<file path="config.mk">
export PLATFORM = sky130hd
export DESIGN_NAME = sram_port_arbiter
export DESIGN_NICKNAME = d
export VERILOG_FILES = /design/src/rtl/sram_port_arbiter.sv
export SDC_FILE = /design/constraint.sdc
export NUM_CORES = 1
export LEC_CHECK = 0
export ABC_AREA = 1
export CORE_AREA = 3 3 126 128
export CTS_BUF_LIST = sky130_fd_sc_hd__clkbuf_4 sky130_fd_sc_hd__clkbuf_8
export DETAILED_ROUTE_END_ITERATION = 6
export DIE_AREA = 0 0 129 131
export HOLD_SLACK_MARGIN = 0.03
export SYNTH_ARGS = -nofsm -noshare
export SYNTH_HDL_FRONTEND = slang
export SYNTH_SLANG_ARGS = --single-unit
</file>
<file path="constraint.sdc">
create_clock -name clk -period 2.88 [get_ports clk]
set_input_delay 0.432 -clock clk [delete_from_list [all_inputs] [get_ports clk]]
set_output_delay 0.432 -clock clk [all_outputs]
set_load 0.03 [all_outputs]
</file>
<file path="src/rtl/sram_port_arbiter.sv">
// sram_port_arbiter
//   Shares one sram-like memory port between the IF-stage instruction
//   requester and the MEM-stage data requester. Address phases are
//   arbitrated and the grant is locked until the address is accepted.
//   The owner of every accepted request is recorded in an in-order ID FIFO.
//   Each response (data_ok/rdata) is routed to the requester at the FIFO head.
//
// Ports
//   clk, resetn           clock, synchronous active-low reset
//   inst_* / data_*       requester address phase in, addr_ok/data_ok/rdata out
//   mem_*                 shared port request out, addr_ok/data_ok/rdata in
//   pending_cnt           accepted-but-not-returned request count
//   arb_err               sticky protocol error (orphan response or dropped locked req)

module sram_port_arbiter #(
    parameter int unsigned OUTSTANDING = 2,
    parameter int unsigned DATA_PRIO   = 1
) (
    input  logic        clk,
    input  logic        resetn,

    input  logic        inst_req,
    input  logic        inst_wr,
    input  logic [1:0]  inst_size,
    input  logic [3:0]  inst_wstrb,
    input  logic [31:0] inst_addr,
    input  logic [31:0] inst_wdata,
    output logic        inst_addr_ok,
    output logic        inst_data_ok,
    output logic [31:0] inst_rdata,

    input  logic        data_req,
    input  logic        data_wr,
    input  logic [1:0]  data_size,
    input  logic [3:0]  data_wstrb,
    input  logic [31:0] data_addr,
    input  logic [31:0] data_wdata,
    output logic        data_addr_ok,
    output logic        data_data_ok,
    output logic [31:0] data_rdata,

    output logic        mem_req,
    output logic        mem_wr,
    output logic [1:0]  mem_size,
    output logic [3:0]  mem_wstrb,
    output logic [31:0] mem_addr,
    output logic [31:0] mem_wdata,
    input  logic        mem_addr_ok,
    input  logic        mem_data_ok,
    input  logic [31:0] mem_rdata,

    output logic [3:0]  pending_cnt,
    output logic        arb_err
);

    localparam int unsigned PtrW = (OUTSTANDING > 1) ? $clog2(OUTSTANDING) : 1;
    localparam logic [PtrW-1:0] PtrLast = PtrW'(OUTSTANDING - 1);

    // ID encoding: 0 = inst, 1 = data
    logic                   lock_vld_q, lock_vld_d;
    logic                   lock_id_q,  lock_id_d;
    logic [OUTSTANDING-1:0] id_q,       id_d;
    logic [PtrW-1:0]        wr_ptr_q,   wr_ptr_d;
    logic [PtrW-1:0]        rd_ptr_q,   rd_ptr_d;
    logic [3:0]             cnt_q,      cnt_d;
    logic                   arb_err_q,  arb_err_d;

    logic grant;
    logic gnt_req;
    logic full;
    logic empty;
    logic push;
    logic pop;
    logic head_id;

    // Grant selection: lock overrides priority
    always_comb begin
        grant = 1'b0;
        if (lock_vld_q) begin
            grant = lock_id_q;
        end else if (DATA_PRIO != 0) begin
            grant = data_req;
        end else begin
            grant = ~inst_req & data_req;
        end
    end

    assign gnt_req = grant ? data_req : inst_req;
    assign full    = (cnt_q == 4'(OUTSTANDING));
    assign empty   = (cnt_q == 4'd0);
    assign mem_req = gnt_req & ~full;
    assign push    = mem_req & mem_addr_ok;
    // Only entries pushed in earlier cycles are visible at the head
    assign pop     = mem_data_ok & ~empty;
    assign head_id = id_q[rd_ptr_q];

    always_comb begin
        mem_wr    = inst_wr;
        mem_size  = inst_size;
        mem_wstrb = inst_wstrb;
        mem_addr  = inst_addr;
        mem_wdata = inst_wdata;
        if (grant) begin
            mem_wr    = data_wr;
            mem_size  = data_size;
            mem_wstrb = data_wstrb;
            mem_addr  = data_addr;
            mem_wdata = data_wdata;
        end
    end

    assign inst_addr_ok = push & ~grant;
    assign data_addr_ok = push & grant;
    assign inst_data_ok = pop & ~head_id;
    assign data_data_ok = pop & head_id;
    assign inst_rdata   = inst_data_ok ? mem_rdata : 32'd0;
    assign data_rdata   = data_data_ok ? mem_rdata : 32'd0;
    assign pending_cnt  = cnt_q;
    assign arb_err      = arb_err_q;

    always_comb begin
        lock_vld_d = lock_vld_q;
        lock_id_d  = lock_id_q;
        id_d       = id_q;
        wr_ptr_d   = wr_ptr_q;
        rd_ptr_d   = rd_ptr_q;
        cnt_d      = cnt_q;
        arb_err_d  = arb_err_q;

        // Lock while the granted requester waits, including a full-FIFO stall,
        // so it keeps the grant once space frees up.
        if (push || !gnt_req) begin
            lock_vld_d = 1'b0;
        end else begin
            lock_vld_d = 1'b1;
            lock_id_d  = grant;
        end

        if (push) begin
            id_d[wr_ptr_q] = grant;
            wr_ptr_d       = (wr_ptr_q == PtrLast) ? '0 : wr_ptr_q + 1'b1;
        end
        if (pop) begin
            rd_ptr_d = (rd_ptr_q == PtrLast) ? '0 : rd_ptr_q + 1'b1;
        end
        if (push && !pop) begin
            cnt_d = cnt_q + 4'd1;
        end else if (pop && !push) begin
            cnt_d = cnt_q - 4'd1;
        end

        if (mem_data_ok && empty) begin
            arb_err_d = 1'b1;
        end
        if (lock_vld_q && !gnt_req) begin
            arb_err_d = 1'b1;
        end
    end

    always_ff @(posedge clk) begin
        if (!resetn) begin
            lock_vld_q <= 1'b0;
            lock_id_q  <= 1'b0;
            id_q       <= '0;
            wr_ptr_q   <= '0;
            rd_ptr_q   <= '0;
            cnt_q      <= 4'd0;
            arb_err_q  <= 1'b0;
        end else begin
            lock_vld_q <= lock_vld_d;
            lock_id_q  <= lock_id_d;
            id_q       <= id_d;
            wr_ptr_q   <= wr_ptr_d;
            rd_ptr_q   <= rd_ptr_d;
            cnt_q      <= cnt_d;
            arb_err_q  <= arb_err_d;
        end
    end

endmodule

</file>
==> After elaboration in Yosys (flattened, before gate mapping) <==
Index checks and enable logic that the tools add are counted.
{ "totals": {"ff_bits": 11, "latchBits": 0, "ram_bits": 0, "rom_bits": 0, "input_bits": 180, "out_inout_bits": 145, "word_cells": 59, "n_memories": 0} }
{ "classes": {"n_addsub": 4, "n_mul": 0, "n_div": 0, "n_lt_le_gt_ge": 3, "n_eq_ne": 1, "shift": 0, "n_mux": 21, "n_bitwise": 11, "reduce_logical": 12} }
{ "ops": {"columns": ["operator", "n"], "rows": [
  ["$mux W32", 4],
  ["$mux W4", 3],
  ["$mux W1", 11],
  ["$and A1 B1 Y1", 7],
  ["$logic_and A1 B1 Y1", 5],
  ["$add A4 B1 Y4 const B", 1],
  ["$eq A4 B2 Y1 const B", 1],
  ["$logic_not A4 Y1", 1],
  ["$lt A1 B2 Y1 const B", 2],
  ["$not A1 Y1", 4],
  ["$reduce_bool A2 Y1", 2],
  ["$sub A4 B1 Y4 const B", 1],
  ["$logic_not A1 Y1", 3],
  ["$add A1 B1 Y1 const B", 2],
  ["$bwmux W2", 1],
  ["$mux W2", 1],
  ["$demux W1 S1", 1],
  ["$ge A1 B1 Y1 const B", 1],
  ["$logic_or A1 B1 Y1", 1]
]} }

==> Depth between registers and ports, before layout <==
Gate-level depths: netlist of run 1.
{ "logic_depth": {"ltp_word": 8, "ltp_mapped": 14, "depth_no_buf": 14} }

==> Least setup slack after synthesis of run 1 <==
No wires, ideal clock.
{ "synth_timing": {"path_kind": "register to output", "from": "register cnt_q[0] (netlist: pending_cnt[0])", "to": "output port data_rdata[10]", "arrival_ps": 1762, "required_ps": 2448, "slack_ps": 686, "stages_incl_launch_ff": 8, "n_path_buf": 1, "cell_sequence": "dfxtp_1 > inv_1 > nand3_2 > nand2_2 > nor2_4 > inv_2 > buf_6 > nor2_1"} }
{ "synth_via": {"elab_chain_cells": 5} }
{ "synth_lines": {"columns": ["item", "line", "source"], "rows": [
  ["start, declared", "65", "logic [3:0] cnt_q, cnt_d;"],
  ["start signal, assigned", "175", "cnt_q <= cnt_d;"],
  ["$logic_not A4 Y1", "90", "assign empty = (cnt_q == 4'd0);"],
  ["$not A1 Y1", "94", "assign pop = mem_data_ok & ~empty;"],
  ["$and A1 B1 Y1", "94", null],
  ["$and A1 B1 Y1", "115", "assign data_data_ok = pop & head_id;"],
  ["named net data_data_ok", "39", "output logic data_data_ok,"],
  ["$mux W32", "117", "assign data_rdata = data_data_ok ? mem_rdata : 32'd0;"],
  ["end, declared", "40", "output logic [31:0] data_rdata,"]
]} }
The timed path passes the listed nets, and every way through them passes these cells.

==> Worst setup path in the final report of run 1 <==
{ "layout_timing": {"from": "input port data_req", "to": "output port mem_addr[16]"} }
{ "layout_via": {"elab_chain_cells": 2} }
{ "layout_lines": {"columns": ["item", "line", "source"], "rows": [
  ["start, declared", "32", "input logic data_req,"],
  ["$mux W1", "79", "if (lock_vld_q) begin"],
  ["$mux W32", "103", "if (grant) begin"],
  ["end, declared", "46", "output logic [31:0] mem_addr,"]
]} }
No other way between the ends.

==> results of run 1 <==
## cell usage after synthesis (all sizes together)
cell type    n  share of area
nand2      231           0.43
nor2        74           0.14
inv         51          0.094
buf         21           0.10
dfxtp       11           0.11
a21oi        8          0.021
nand3        7          0.028
o21ai        7          0.017
nand4        4          0.012
ha           3          0.018
xor2         2         0.0086
a31oi        1         0.0031
clkbuf       1         0.0018
fa           1         0.0098
xnor2        1         0.0043
## state kept, by name (all words and copies together), names as in the netlist
signal,count
arb_err,1
id_q,2
lock_id_q,1
lock_vld_q,1
pending_cnt,4
rd_ptr_q,1
wr_ptr_q,1
## critical path: stages
cell             delay (ns)
clkdlybuf4s50_1        0.48
o21ai_4                0.28
buf_12                 0.24
nand2_1                0.13
nand2_1                0.09
clkdlybuf4s50_1        0.67
## metal layers
layer	routed length, um	vias up	track usage
li1	-	1860	-
met1	4671	1415	0.1340
met2	6227	130	0.2088
met3	876	6	0.02236
met4	58	0	0.01174
met5	0	-	0
## cell families after synthesis
kind of cell	count (synthesis)	share of synthesized area
and+or+nand+nor	316	0.6135
buffers and inverters	73	0.1963
AOI/OAI and AO/OA	16	0.04159
DFF	11	0.1076
adders and majority gates	4	0.02814
xor gates and xnor gates	3	0.01285
## stage by stage
stage | cells | hold WS [ns] | setup slack (ns) | util
6_report | 923 | 0.4790 | 0.09712 | 0.3640
5_1_grt | 923 | 0.4982 | 0.0007645 | 0.3640
4_1_cts | 922 | 0.4792 | 0.03962 | 0.3623
3_5_place_dp | 918 | 0.4652 | 0.03842 | 0.3591
3_3_place_gp | 918 | 0.4670 | 0.06997 | 0.3591
2_1_floorplan | 423 | 0.4437 | 0.6865 | -
## layout by cell type, fill, tap and decap left out, drive strengths merged
cell type	netlist	routed
a21oi	8	8
xnor2	1	1
nand2	231	231
dfxtp	11	11
fa	1	1
o21ai	7	7
inv	51	51
nand3	7	7
nor2	74	74
nand4	4	4
buf	21	9
clkdlybuf4s50	0	320
xor2	2	2
clkbuf	1	5
ha	3	3
a31oi	1	1
## power breakdown
part	switching (W)	internal (W)	total, W
clock network	0.0000590	0.000107	0.000166
logic	0.00164	0.00115	0.00279
registers	0.0000587	0.000202	0.000261
total	0.00175	0.00146	0.00322
## how the worst min path moves through the flow
stage	startpoint	to	slack, ns
floorplan	rd_ptr_q	rd_ptr_q	0.44
global placement	rd_ptr_q	rd_ptr_q	0.47
detailed placement	arb_err	arb_err	0.47
CTS	wr_ptr_q	wr_ptr_q	0.48
global route	rd_ptr_q	rd_ptr_q	0.50
finish	rd_ptr_q	rd_ptr_q	0.48
## final cells by class
class                      count  area, um^2  share of cell area
inverter                      51       191.4             0.03512
sequential                    11       220.2             0.04039
tap                          188       235.2             0.04315
clock buffer                   4       48.80            0.008951
timing repair buffer         330        3321              0.6091
multi-input combinational    339        1435              0.2633
==> results_dict.tcl, run 1 <==
set metrics [dict create \
    ys.warnings.count 0 \
    synth_area_mm2 0.002046 \
    ys_ff_latch 11 \
    place_congestion 0.7770 \
    antenna_found_initial 0 \
    reg2reg_slack_ns 0.69 \
    drtPass1Iterations 4 \
    hold_class "reg -> reg" \
    design_power_total_w 0.003215 \
    fp.dieW_um 129 \
    drtAntennaViolNets 0 \
    numCtsBuffers 3 \
    grt_pass1_wl_mm 15.37 \
    rr_endpoint "pending_cnt[3]" \
    synth.distinct_cells 25 \
    r2r_cells 13 \
    grt_pass1_vias 2923 \
    worstMarginPinSlew_ns 0.5426 \
    ys_seq_area_frac 0.1076 \
    leakage_nw 2.568 \
    core-area_mm2 0.01498 \
    startpoint "data_req" \
    io_pins 325 \
    fin_crit_ns 2.783 \
    finalClockSkew_ns 0.001535 \
    cap_violations 0 \
    slew_viol_final 0 \
    hold_buffers 0 \
    rr_startpoint "lock_vld_q" \
    vias 3411 \
    rsz0062_at_grt "false" \
    arrival_ns 2.35 \
    cts_max_level 1 \
    worstSetupPathType "in -> out" \
    fillers 1609 \
    viasPerCell 3.696 \
    cp_max_fo 37 \
    avgSynthCellArea_um2 4.836 \
    wl_mm 11.83 \
    cp.required_ns 2.45 \
    dpl_cell_area_mm2 0.005378 \
    nets 920 \
    drcViolationCount 0 \
    worstSetupStartpointType "input port" \
    synth_cells 423 \
    worstHoldPathCells 1 \
    setup_viol 0 \
    cts_root_buffer "clkbuf_8" \
    final_area_mm2 0.005451 \
    grtUsageTotal 0.1109 \
    post_cts_buffers 0 \
    finalSetupTns_ns 0 \
    area_delta_synth_final_pct 166.5 \
    ctsResizeCount 0 \
    overflow 0 \
    wire_per_inst_um 12.82 \
    critPathCaptureType "primary output" \
    cts_tree "yes" \
    numClockSinks 11 \
    max-vdd-ir-drop_uv 314.0 \
    hold_viol 0 \
    io_buffers 324 \
    fin_crit_sh 0.9663 \
    critPathCapture "mem_addr[16]" \
    diodes 0 \
    die_h_um 131 \
    grt_max_degree 74 \
    synth_fp_nets 607 \
    initial_utilization 0.1366 \
    clk_latency_ns 0.24 \
    pwr_density_cell_mw_per_mm2 589.8 \
    slew-limit-headroom 0.6377 \
    cts_buffer_depth 2 \
    rows 45 \
    drtIter0Drc 140 \
    outcome "complete, no violations" \
    fmax_ghz 0.3593 \
    clk_pin_slew_ns 0.05 \
    dp_hpwl_mm 9.710 \
    drive_above_1_share 0.03673 \
    dieArea_mm2 0.01690 \
]
No activity file was read; power rests on OpenSTA's default activity.
==> inputs of run 2 (changes only) <==
SKIP_CTS_REPAIR_TIMING = 1   (was not set)
==> results of run 2 <==
The final DEF is identical to that of run 1; final timing and power are the same.
==> inputs of run 3 (changes only) <==
SKIP_LAST_GASP = 1   (was not set)
==> results of run 3 <==
The final DEF is identical to that of run 1; final timing and power are the same.
